[config.mk]
export PLATFORM = sky130hd
export DESIGN_NAME = watch_mode_sequencer
export DESIGN_NICKNAME = d
export VERILOG_FILES = /design/src/rtl/watch_mode_sequencer.sv
export SDC_FILE = /design/constraint.sdc
export NUM_CORES = 1
export LEC_CHECK = 0
export ABC_AREA = 1
export BUFFER_PORTS_ARGS = -buffer_cell sky130_fd_sc_hd__clkbuf_2
export CAP_MARGIN = 30
export CORE_AREA = 2 2 165 167
export DETAILED_ROUTE_END_ITERATION = 6
export DIE_AREA = 0 0 167 169
export GPL_TIMING_DRIVEN = 1
export PLACE_DENSITY = 0.69
export SLEW_MARGIN = 10
export SYNTH_ARGS = -nofsm -noshare
export SYNTH_HDL_FRONTEND = slang
export SYNTH_SLANG_ARGS = --single-unit
[constraint.sdc]
create_clock -name clk -period 5.65 [get_ports clk]
set_clock_uncertainty 0.1 [all_clocks]
set_input_delay 0.2825 -clock clk [delete_from_list [all_inputs] [get_ports clk]]
set_output_delay 0.2825 -clock clk [all_outputs]
set_load 0.02 [all_outputs]
[src/rtl/watch_mode_sequencer.sv]
// Button conditioning, one-hot mode rotation, event routing, alarm arbitration
// and display selection for the seven watch function modules.
module watch_mode_sequencer #(
    parameter logic [15:0] DEBOUNCE_CYCLES = 16'd50000,
    parameter int          NUM_MODES       = 7
) (
    input  logic                      clk,
    input  logic                      rst,
    input  logic [5:0]                btn_n_i,
    input  logic [NUM_MODES-1:0]      norm_i,
    input  logic [NUM_MODES-1:0]      alarm_req_i,
    input  logic [48*NUM_MODES-1:0]   disp_i,
    output logic [NUM_MODES-1:0]      mode_o,
    output logic [5:0]                evt_o,
    output logic [47:0]               out_o,
    output logic [NUM_MODES:0]        o_m_o,
    output logic                      alarm_o
);

    localparam logic [NUM_MODES-1:0] MODE_DATE = {{(NUM_MODES-1){1'b0}}, 1'b1};
    localparam logic [15:0]          DB_LAST   = DEBOUNCE_CYCLES - 16'd1;

    logic [5:0]           sync1_reg;
    logic [5:0]           sync2_reg;
    logic [5:0]           level;
    logic [5:0]           rise;
    logic [5:0]           p_reg;
    logic [5:0]           evt_reg;
    logic [5:0]           evt_next;
    logic [NUM_MODES-1:0] mode_reg;
    logic [NUM_MODES-1:0] req_reg;
    logic [NUM_MODES-1:0] req_rise;
    logic [NUM_MODES-1:0] req_lowest;
    logic [47:0]          out_reg;
    logic [47:0]          disp_sel;
    logic                 alarm_reg;
    logic                 active_norm;
    logic                 mode_onehot;
    logic                 rot_left;
    logic                 rot_right;

    always_ff @(posedge clk or posedge rst) begin
        if (rst) begin
            sync1_reg <= '0;
            sync2_reg <= '0;
        end else begin
            sync1_reg <= ~btn_n_i;
            sync2_reg <= sync1_reg;
        end
    end

    // One debouncer per button; any sample equal to the accepted level restarts the count.
    genvar gi;
    generate
        for (gi = 0; gi < 6; gi++) begin : g_btn
            logic [15:0] cnt_reg;
            logic        level_reg;

            always_ff @(posedge clk or posedge rst) begin
                if (rst) begin
                    cnt_reg   <= '0;
                    level_reg <= 1'b0;
                end else if (sync2_reg[gi] == level_reg) begin
                    cnt_reg <= '0;
                end else if (cnt_reg == DB_LAST) begin
                    cnt_reg   <= '0;
                    level_reg <= sync2_reg[gi];
                end else begin
                    cnt_reg <= cnt_reg + 16'd1;
                end
            end

            assign level[gi] = level_reg;
            assign rise[gi]  = sync2_reg[gi] & ~level_reg & (cnt_reg == DB_LAST);
        end
    endgenerate

    assign active_norm = |(mode_reg & norm_i);
    assign mode_onehot = (mode_reg != '0) && ((mode_reg & (mode_reg - MODE_DATE)) == '0);
    assign req_rise    = alarm_req_i & ~req_reg;
    assign req_lowest  = req_rise & (~req_rise + MODE_DATE);

    // Up/down are consumed by rotation in the normal state; together they cancel.
    always_comb begin
        evt_next = '0;
        if (alarm_reg) begin
            evt_next = '0;
        end else if (!active_norm) begin
            evt_next = rise;
        end else begin
            evt_next = {rise[5:2], 2'b00};
        end
    end

    assign rot_left  = ~alarm_reg & active_norm & p_reg[0] & ~p_reg[1];
    assign rot_right = ~alarm_reg & active_norm & p_reg[1] & ~p_reg[0];

    always_comb begin
        disp_sel = '0;
        for (int k = 0; k < NUM_MODES; k++) begin
            if (mode_reg[k]) begin
                disp_sel = disp_sel | disp_i[48*k +: 48];
            end
        end
    end

    always_ff @(posedge clk or posedge rst) begin
        if (rst) begin
            p_reg     <= '0;
            evt_reg   <= '0;
            req_reg   <= '0;
            out_reg   <= '0;
            mode_reg  <= MODE_DATE;
            alarm_reg <= 1'b0;
        end else begin
            p_reg   <= rise;
            evt_reg <= evt_next;
            req_reg <= alarm_req_i;
            out_reg <= disp_sel;

            if (!mode_onehot) begin
                mode_reg <= MODE_DATE;
            end else if (|req_rise) begin
                if (active_norm) begin
                    mode_reg <= req_lowest;
                end
            end else if (rot_left) begin
                mode_reg <= {mode_reg[NUM_MODES-2:0], mode_reg[NUM_MODES-1]};
            end else if (rot_right) begin
                mode_reg <= {mode_reg[0], mode_reg[NUM_MODES-1:1]};
            end

            // A fresh request outranks an acknowledge landing in the same cycle.
            if (|req_rise) begin
                alarm_reg <= 1'b1;
            end else if (alarm_reg && ((|p_reg) || (alarm_req_i == '0))) begin
                alarm_reg <= 1'b0;
            end
        end
    end

    assign mode_o  = mode_reg;
    assign evt_o   = evt_reg;
    assign out_o   = out_reg;
    assign alarm_o = alarm_reg;
    assign o_m_o   = {alarm_reg, mode_reg};

endmodule

# Word-level counts from Yosys, hierarchy flattened
# Cells that the tools add are included.
[word_totals] reg_bits=189 input_bits=358 out_inout_bits=70 wordCells=132
[classes] add_sub_neg=8 eq_ne=14 n_mux=28 bitwise_logic=45 n_reduce_logical=17
[ops] operator="48-bit 2-to-1 mux" n=7
[ops] operator="48-bit OR" n=6
[ops] operator="16-bit 2-to-1 mux" n=12
[ops] operator="16-bit by 1-bit adder with 16-bit output, second input constant" n=6
[ops] operator="16-bit equality test, second input constant" n=6
[ops] operator="7-bit 2-to-1 mux" n=5
[ops] operator="7-bit AND" n=4
[ops] operator="1-bit AND" n=17
[ops] operator="1-bit NOT" n=15
[ops] operator="7-bit zero test" n=2
[ops] operator="7-bit NOT" n=2
[ops] operator="2-bit AND reduction" n=7
[ops] operator="7-bit OR reduction" n=2
[ops] operator="7-bit by 1-bit adder with 7-bit output, second input constant" n=1
[ops] operator="7-bit nonzero test" n=1
[ops] operator="7-bit by 1-bit subtractor with 7-bit output, second input constant" n=1
[ops] operator="1-bit equality test" n=6
[ops] operator="6-bit 2-to-1 mux" n=1
[ops] operator="6-bit NOT" n=1
[ops] operator="6-bit OR reduction" n=1
[ops] operator="4-bit by 1-bit inequality test with 1-bit output, second input constant" n=1
[ops] operator="3-bit inequality test, second input constant" n=1
[ops] operator="1-bit logical AND" n=2
[ops] operator="1-bit 2-to-1 mux" n=2
[ops] operator="3 further kinds" n=3

# Logic depth before layout (Yosys ltp)
# Gate-level depths: netlist of run 1.
[depth] ltp_word=13 depth_mapped=12

# Worst setup path after synthesis of run 1
# OpenSTA, ideal clock, no wires.
[synth_path] path_kind="reg-to-reg" start="register mode_reg[0] (netlist: mode_o[0])" end="register mode_reg[6] (netlist: mode_o[6])" arrival_time_ns=1.496 t_required_ns=5.485 path_slack_ns=3.989 path_stages_with_launch=10 path_buffers=1 synth_period_minus_slack_ns=1.661 cell_sequence="dfstp_2 buf_6 nand2_1 nand2_1 nor2_4 a21oi_1 nand3_2 a21oi_2 nand2_1 nand2_1"
[synth_between] elab_chain_cells=8 elab_cells_between_ends=19 cone_classes="add/sub (1); eq/ne (2); mux (4); bitwise (7); reduce/logical (5)"
[synth_lines] item="start: declaration" line_no="30" rtl="logic [NUM_MODES-1:0] mode_reg;"
[synth_lines] item="start signal: assignment" line_no="125" rtl="mode_reg <= req_lowest;"
[synth_lines] item="start signal: assignment" line_no="128" rtl="mode_reg <= {mode_reg[NUM_MODES-2:0], mode_reg[NUM_MODES-1]};"
[synth_lines] item="start signal: assignment" line_no="130" rtl="mode_reg <= {mode_reg[0], mode_reg[NUM_MODES-1:1]};"
[synth_lines] item="branches (longest 8 deep; another with 7-bit by 1-bit subtractor with 7-bit output)"
# Several ways; the timed one is not identified. The select of a mux whose other input is x is not followed.
# A chain may end at the register's enable or synchronous reset.

# Worst setup path after layout of run 1
[layout_path] start="register mode_reg[0] (netlist: mode_o[0])" end="register out_reg[9] (netlist: out_o[9])"
[layout_between] elab_chain_cells=13
[layout_lines] item="48-bit 2-to-1 mux (*)" line_no="101" rtl="if (mode_reg[k]) begin"
[layout_lines] item="48-bit OR" line_no="102" rtl="disp_sel = disp_sel | disp_i[48*k +: 48];"
[layout_lines] item="48-bit 2-to-1 mux (*)" line_no="101"
[layout_lines] item="48-bit OR" line_no="102"
[layout_lines] item="48-bit 2-to-1 mux (*)" line_no="101"
[layout_lines] item="48-bit OR" line_no="102"
[layout_lines] item="48-bit 2-to-1 mux (*)" line_no="101"
[layout_lines] item="48-bit OR" line_no="102"
[layout_lines] item="48-bit 2-to-1 mux (*)" line_no="101"
[layout_lines] item="48-bit OR" line_no="102"
[layout_lines] item="48-bit 2-to-1 mux (*)" line_no="101"
[layout_lines] item="48-bit OR" line_no="102"
[layout_lines] item="48-bit 2-to-1 mux (*)" line_no="101"
[layout_lines] item="via disp_sel[9]" line_no="35" rtl="logic [47:0] disp_sel;"
[layout_lines] item="end signal: assignment" line_no="119" rtl="out_reg <= disp_sel;"
[layout_lines] item="end: declaration" line_no="34" rtl="logic [47:0] out_reg;"
# Mark *: on every way through the listed nets, which the timed path passes. The rest lies on a longest branch.

==> flow_summary_export.csv, run 1 <==
group,metric,value,unit
clocking,cts_buffers,17,
logic_synthesis,synth-xor-area-share,2.14,%
logic_synthesis,synth_flop_cell,"dfrtp_1",
sta,slew_violations,0,
routing,drt-initial-drc-count,1215,
global_routing,grt_pass1_wl,66300,µm
power_and_ir_drop,vdd_ir_drop_max,222,µV
setup_path,required,5930,ps
setup_path,path_class,"flop to flop",
sta,slew_headroom,48.2,%
floorplan,io_pins,428,
place,globalplace.congestion,0.981,
finish,largest_reg_flops,96,
sta,rsz0062_at_grt,"no",
sta,final-setup-viol-count,0,
place,hpwl,35400,µm
clocking,cts_tree,"yes",
routing,num_vias,11323,
finish,syn_to_final_growth,38.5,%
finish,drive_gt1_share,30.6,%
clocking,clkTransAtPathRegs,80,ps
logic_synthesis,syn_area,10200,µm²
logic_synthesis,yosysWarnings,0,
floorplan,num_rows,60,
setup_path,worstSetupStartpoint,"mode_o[0]",
logic_synthesis,synth.ff_latch_count,189,
floorplan,dieArea,28200,µm²
routing,drt-total-wl,45100,µm
setup_path,cp.arrival,3280,ps
power_and_ir_drop,p_leak,6.93,nW
logic_synthesis,synth_top_family_by_area,"simple AND/OR/NAND/NOR gates",
routing,final_antenna_net_count,0,
sta,layout_min_cycle_time,3000,ps
setup_path,end_kind,"flop",
global_routing,overflow,0,
place,portBuffers,427,
global_routing,grt_max_degree,89,
global_routing,busiest_layer,"met2",
floorplan,core_area,26500,µm²
floorplan,start_util,38.7,%
floorplan,die_x,167,µm
outcome,status,"completed",
hold_path,hold_class,"primary input to flop",
logic_synthesis,synth.area.mux_share,0,%
clocking,clkSinkCount,189,
finish,nets,2118,
logic_synthesis,postSynthCellCount,1252,
logic_synthesis,synth_compound_area_share,11.6,%
sta,finalCritPeriodShare,53.1,%
global_routing,grt_antenna_before_repair,8,
clocking,clock_latency,440,ps
clocking,cts-root-buf,"clkbuf_16",
routing,dr.pass1.iters,6,
floorplan,die_h,169,µm
routing,drc,0,
routing,viasPerCell,5.38,
logic_synthesis,synth.avg_cell_area,8.18,µm²
sta,clock.fmax,0.334,GHz
clocking,cts_resized,0,
logic_synthesis,synth-seq-area-share,46.2,%
setup_path,timing.rr.start,"mode_o[0]",
global_routing,grt_pass1_vias,10895,
logic_synthesis,synth_simple_gate_area_share,30.7,%
finish,final_common_cell,"clkbuf_2",
finish,mostFrequentLayoutCells,"427 x clkbuf_2, 310 x nand2_1, 182 x dfrtp_1",
sta,hold_viol,0,
global_routing,met1_usage,41.3,%
hold_path,hp-start,"disp_i[317]",
clocking,clockBufferDepth,2,
setup_path,startpoint_type,"flop",
finish,postLayoutCoreUtil,53.6,%
setup_path,crit_fanout,50,
global_routing,use_met2,47.5,%
logic_synthesis,async_flop_share,100,%
global_routing,track_usage,31.3,%
logic_synthesis,yosys.area_share.adder,1.47,%
logic_synthesis,synthesis.nets,1622,
sta,finalSetupTns,0,ps
power_and_ir_drop,p_per_area,350,nW/µm²
clocking,htree_levels,4,
global_routing,grt_util_met3,13.2,%
sta,tightestPinTransition,777,ps
job,maxCapViolations,0,
routing,post_drt_wl_per_cell,21.4,µm
logic_synthesis,synth_cell_type_count,44,
logic_synthesis,synth_edf_count,0,
## area by class of cell
class                      count  area [µm²]
clock buffer                  18         439
inverter                     137         528
antenna                        2        5.00
fill                        2543       12300
timing repair buffer         531        3180
tap                          341         427
multi-input combinational    872        4700
clock inverter                14         175
sequential                   189        4740
## critical path, stage by stage (launching register included)
cell and delay, ps:
dfstp_2 650, buf_4 560, a22o_1 260, a221oi_1 40, dlygate4sd3_1 610, nand4_1 90, dlygate4sd3_1 570
## metrics by stage
stage / cell area, µm² / setup WS [ps] / hold WS [ps] / instances / total power, W
5_1_grt: 14200 / 2600 / 1.30 / 2103 / 0.00521
3_3_place_gp: 12600 / 3290 / 234 / 1974 / 0.00343
2_1_floorplan: 10200 / 127 / 214 / 1252 / 0.00270
6_report: 14200 / 2650 / 5.57 / 2104 / 0.00497
4_1_cts: 14200 / 2740 / 0.0218 / 2099 / 0.00495
3_5_place_dp: 12600 / 3260 / 236 / 1975 / 0.00343
## path summary, 6_finish.rpt
path,endpoint,cells past startpoint,slack [ps]
setup / recovery,out_o[9],6,2650
max in group asynchronous,req_reg[2],4,4280
hold reg to reg,sync2_reg[4],0,250
hold / removal,out_o[29],3,6
setup reg to reg,out_o[9],6,2650
min in group asynchronous,sync1_reg[5],3,330
## power breakdown
part	switching [W]	leakage [nW]	internal (W)
logic	0.00115	4.15	0.000790
clock network	0.000598	0.297	0.000648
registers	0.000241	2.49	0.00155
total	0.00199	6.93	0.00299
## cell usage after synthesis (2+ instances only)
master    instances  share of area (%)
nor2_1          115                4.2
xor2_1           17                1.5
nor3_2            8               0.78
nand3_1          47                2.3
dfrtp_1         188                 46
buf_2             9               0.44
a21oi_1          43                2.1
nand2_2          17                1.0
nand3_2           4               0.39
xnor2_1           8               0.68
nand2_1         310                 11
o21ai_0          22                1.1
nand2_4           3               0.33
nand4_1          76                4.6
nor3b_1           6               0.44
buf_6             5               0.55
and3_1            5               0.31
o21ai_1           7               0.34
nor2_4            8               0.88
a221oi_1         48                4.1
a22o_1           42                3.6
nor3_1           44                2.1
buf_4            10               0.73
inv_2             8               0.29
inv_1           125                4.6
clkinv_1          2              0.073
nor2_2            7               0.43
nand3b_1          2               0.15
ha_1             12                1.5
clkbuf_1         29                1.1
nor4_1           11               0.67
nor4_4            2               0.42
## repair_timing
item,CTS,global route
buffers inserted,0,0
hold buffers,92,3
hold endpoints to repair,119,2
## layer usage
| layer | vias up | wire length, µm |
|---|---|---|
| met3 | 70 | 5590 |
| li1 | 5221 | - |
| met4 | 6 | 949 |
| met2 | 581 | 19900 |
| met5 | - | 42 |
| met1 | 5445 | 18600 |
## kinds of logic after synthesis
logic type                 after synthesis
xor gates and xnor gates                25
AOI/OAI and AO/OA                      166
and+or+nand+nor                        669
adders and majority gates               12
buffers and inverters                  191
DFF                                    189
Power figures use the tool's default switching activity.
==> run 2: changes to the inputs <==
Clock period 5.65 ns to 2.5 ns, I/O delays scaled along.
==> run 2 against run 1 <==
Critical path depth fell by 1. Combinational power up 140%. Register-to-register slack got worse by 2600 ps. Clock power increased by 120%. Critical path type unchanged. Critical endpoint is now out_o[30].
==> flow_summary_export.csv, run 2 (synthesis results as in run 1) <==
group,metric,value,unit
sta,hold_viol,0,
outcome,status,"completed",
sta,layout_min_cycle_time,2450,ps
setup_path,path_class,"flop to flop",
finish,nets,2172,
floorplan,dieArea,28200,µm²
finish,fillCellCount,2460,
clocking,post_cts_buffers,0,
power_and_ir_drop,p_per_area,766,nW/µm²
clocking,cts-root-buf,"clkbuf_16",
finish,largest_reg_flops,96,
power_and_ir_drop,vdd_ir_drop_max,487,µV
global_routing,grt_pass1_vias,11369,
sta,whs,33.3,ps
floorplan,num_rows,60,
global_routing,grt_pass1_wl,66600,µm
job,maxCapViolations,0,
routing,final_antenna_net_count,0,
place,globalplace.congestion,0.991,
clocking,clockBufferDepth,2,
finish,drive_gt1_share,29.9,%
sta,finalSetupTns,0,ps
routing,viasPerCell,5.26,
setup_path,startpoint_type,"flop",
power_and_ir_drop,p_leak,7.16,nW
clocking,clock_latency,440,ps
routing,drt-total-wl,45200,µm
setup_path,end_kind,"flop",
global_routing,track_usage,31.3,%
hold_path,hold_class,"primary input to flop",
sta,clock.fmax,0.409,GHz
floorplan,core_area,26500,µm²
finish,syn_to_final_growth,44.3,%
sta,tightestPinTransition,650,ps
sta,slew_violations,0,
clocking,clkTransAtPathRegs,70,ps
sta,rsz0062_at_grt,"no",
sta,final-setup-viol-count,0,
routing,drt-initial-drc-count,1058,
floorplan,start_util,38.7,%
sta,finalCritPeriodShare,97.8,%
clocking,htree_levels,4,
setup_path,cp.arrival,2660,ps
finish,final_common_cell,"clkbuf_2",
place,hpwl,34800,µm
global_routing,grt_max_degree,110,
floorplan,die_x,167,µm
setup_path,required,2710,ps
finish,mostFrequentLayoutCells,"427 x clkbuf_2, 310 x nand2_1, 182 x dfrtp_1",
clocking,cts_buffers,17,
clocking,clkSinkCount,189,
sta,slew_headroom,56.6,%
clocking,cts_tree,"yes",
routing,num_vias,11375,
setup_path,crit_fanout,34,
floorplan,die_h,169,µm
routing,post_drt_wl_per_cell,20.9,µm
global_routing,grt_antenna_before_repair,13,
routing,dr.pass1.iters,5,
floorplan,io_pins,428,
routing,drc,0,
place,portBuffers,427,
global_routing,overflow,0,
run 2: final timing paths:
path,slack (ps),to,cells past startpoint,from
setup / recovery,50,out_o[30],5,mode_o[3]
hold / removal,30,out_o[6],4,disp_i[6]
setup reg to reg,50,out_o[30],5,mode_o[3]
hold reg to reg,250,sync2_reg[4],0,sync1_reg[4]
max in group asynchronous,1490,mode_o[3],4,rst
min in group asynchronous,260,g_btn[1].cnt_reg[12],4,rst
run 2: worst max-delay path: stages, from the launching register on:
cell	delay (ps)
dfrtp_4	640
buf_12	250
a22o_1	210
a221oi_1	340
nand4_1	170
dlygate4sd3_1	610
run 2: report_power, final:
part / switching [W] / internal [W] / total (W)
clock: 0.00134 / 0.00136 / 0.00270
combinational: 0.00274 / 0.00197 / 0.00471
sequential: 0.000408 / 0.00351 / 0.00392
total: 0.00448 / 0.00685 / 0.0113
run 2: stage by stage:
step | cells | total power (W) | instance area [µm²] | setup slack [ps] | util [%]
after floorplan | 1252 | 0.00610 | 10200 | -159 | -
after global placement | 1978 | 0.00782 | 12700 | 433 | 48.0
after detailed placement | 1978 | 0.00781 | 12700 | 387 | 48.0
after CTS | 2156 | 0.0113 | 14800 | 48.7 | 55.7
after global routing | 2164 | 0.0119 | 14800 | 43.9 | 55.8
final | 2164 | 0.0113 | 14800 | 54.9 | 55.8
run 2: area by class of cell:
cell class / count / area [µm²] / share of cell area, %
sequential: 189 / 4740 / 32.1
multi-input combinational: 872 / 4710 / 31.9
timing repair buffer: 585 / 3780 / 25.6
inverter: 137 / 524 / 3.55
clock buffer: 18 / 439 / 2.97
tap: 341 / 427 / 2.89
clock inverter: 14 / 146 / 0.990
antenna: 8 / 20.0 / 0.135
run 2: per-layer routing:
metal	wire [µm]	part of all wire (%)	GRT usage (%)
met1	18200	40	39.9
met2	20000	44	46.9
met3	5660	13	14.5
met5	61	0.13	0
met4	1290	2.9	10.8
run 2: repair_timing:
action	4_1_cts	5_1_grt
gates resized for setup	0	3
endpoints found under the hold margin	252	0
hold buffers	146	0
endpoints found under the setup margin	0	4
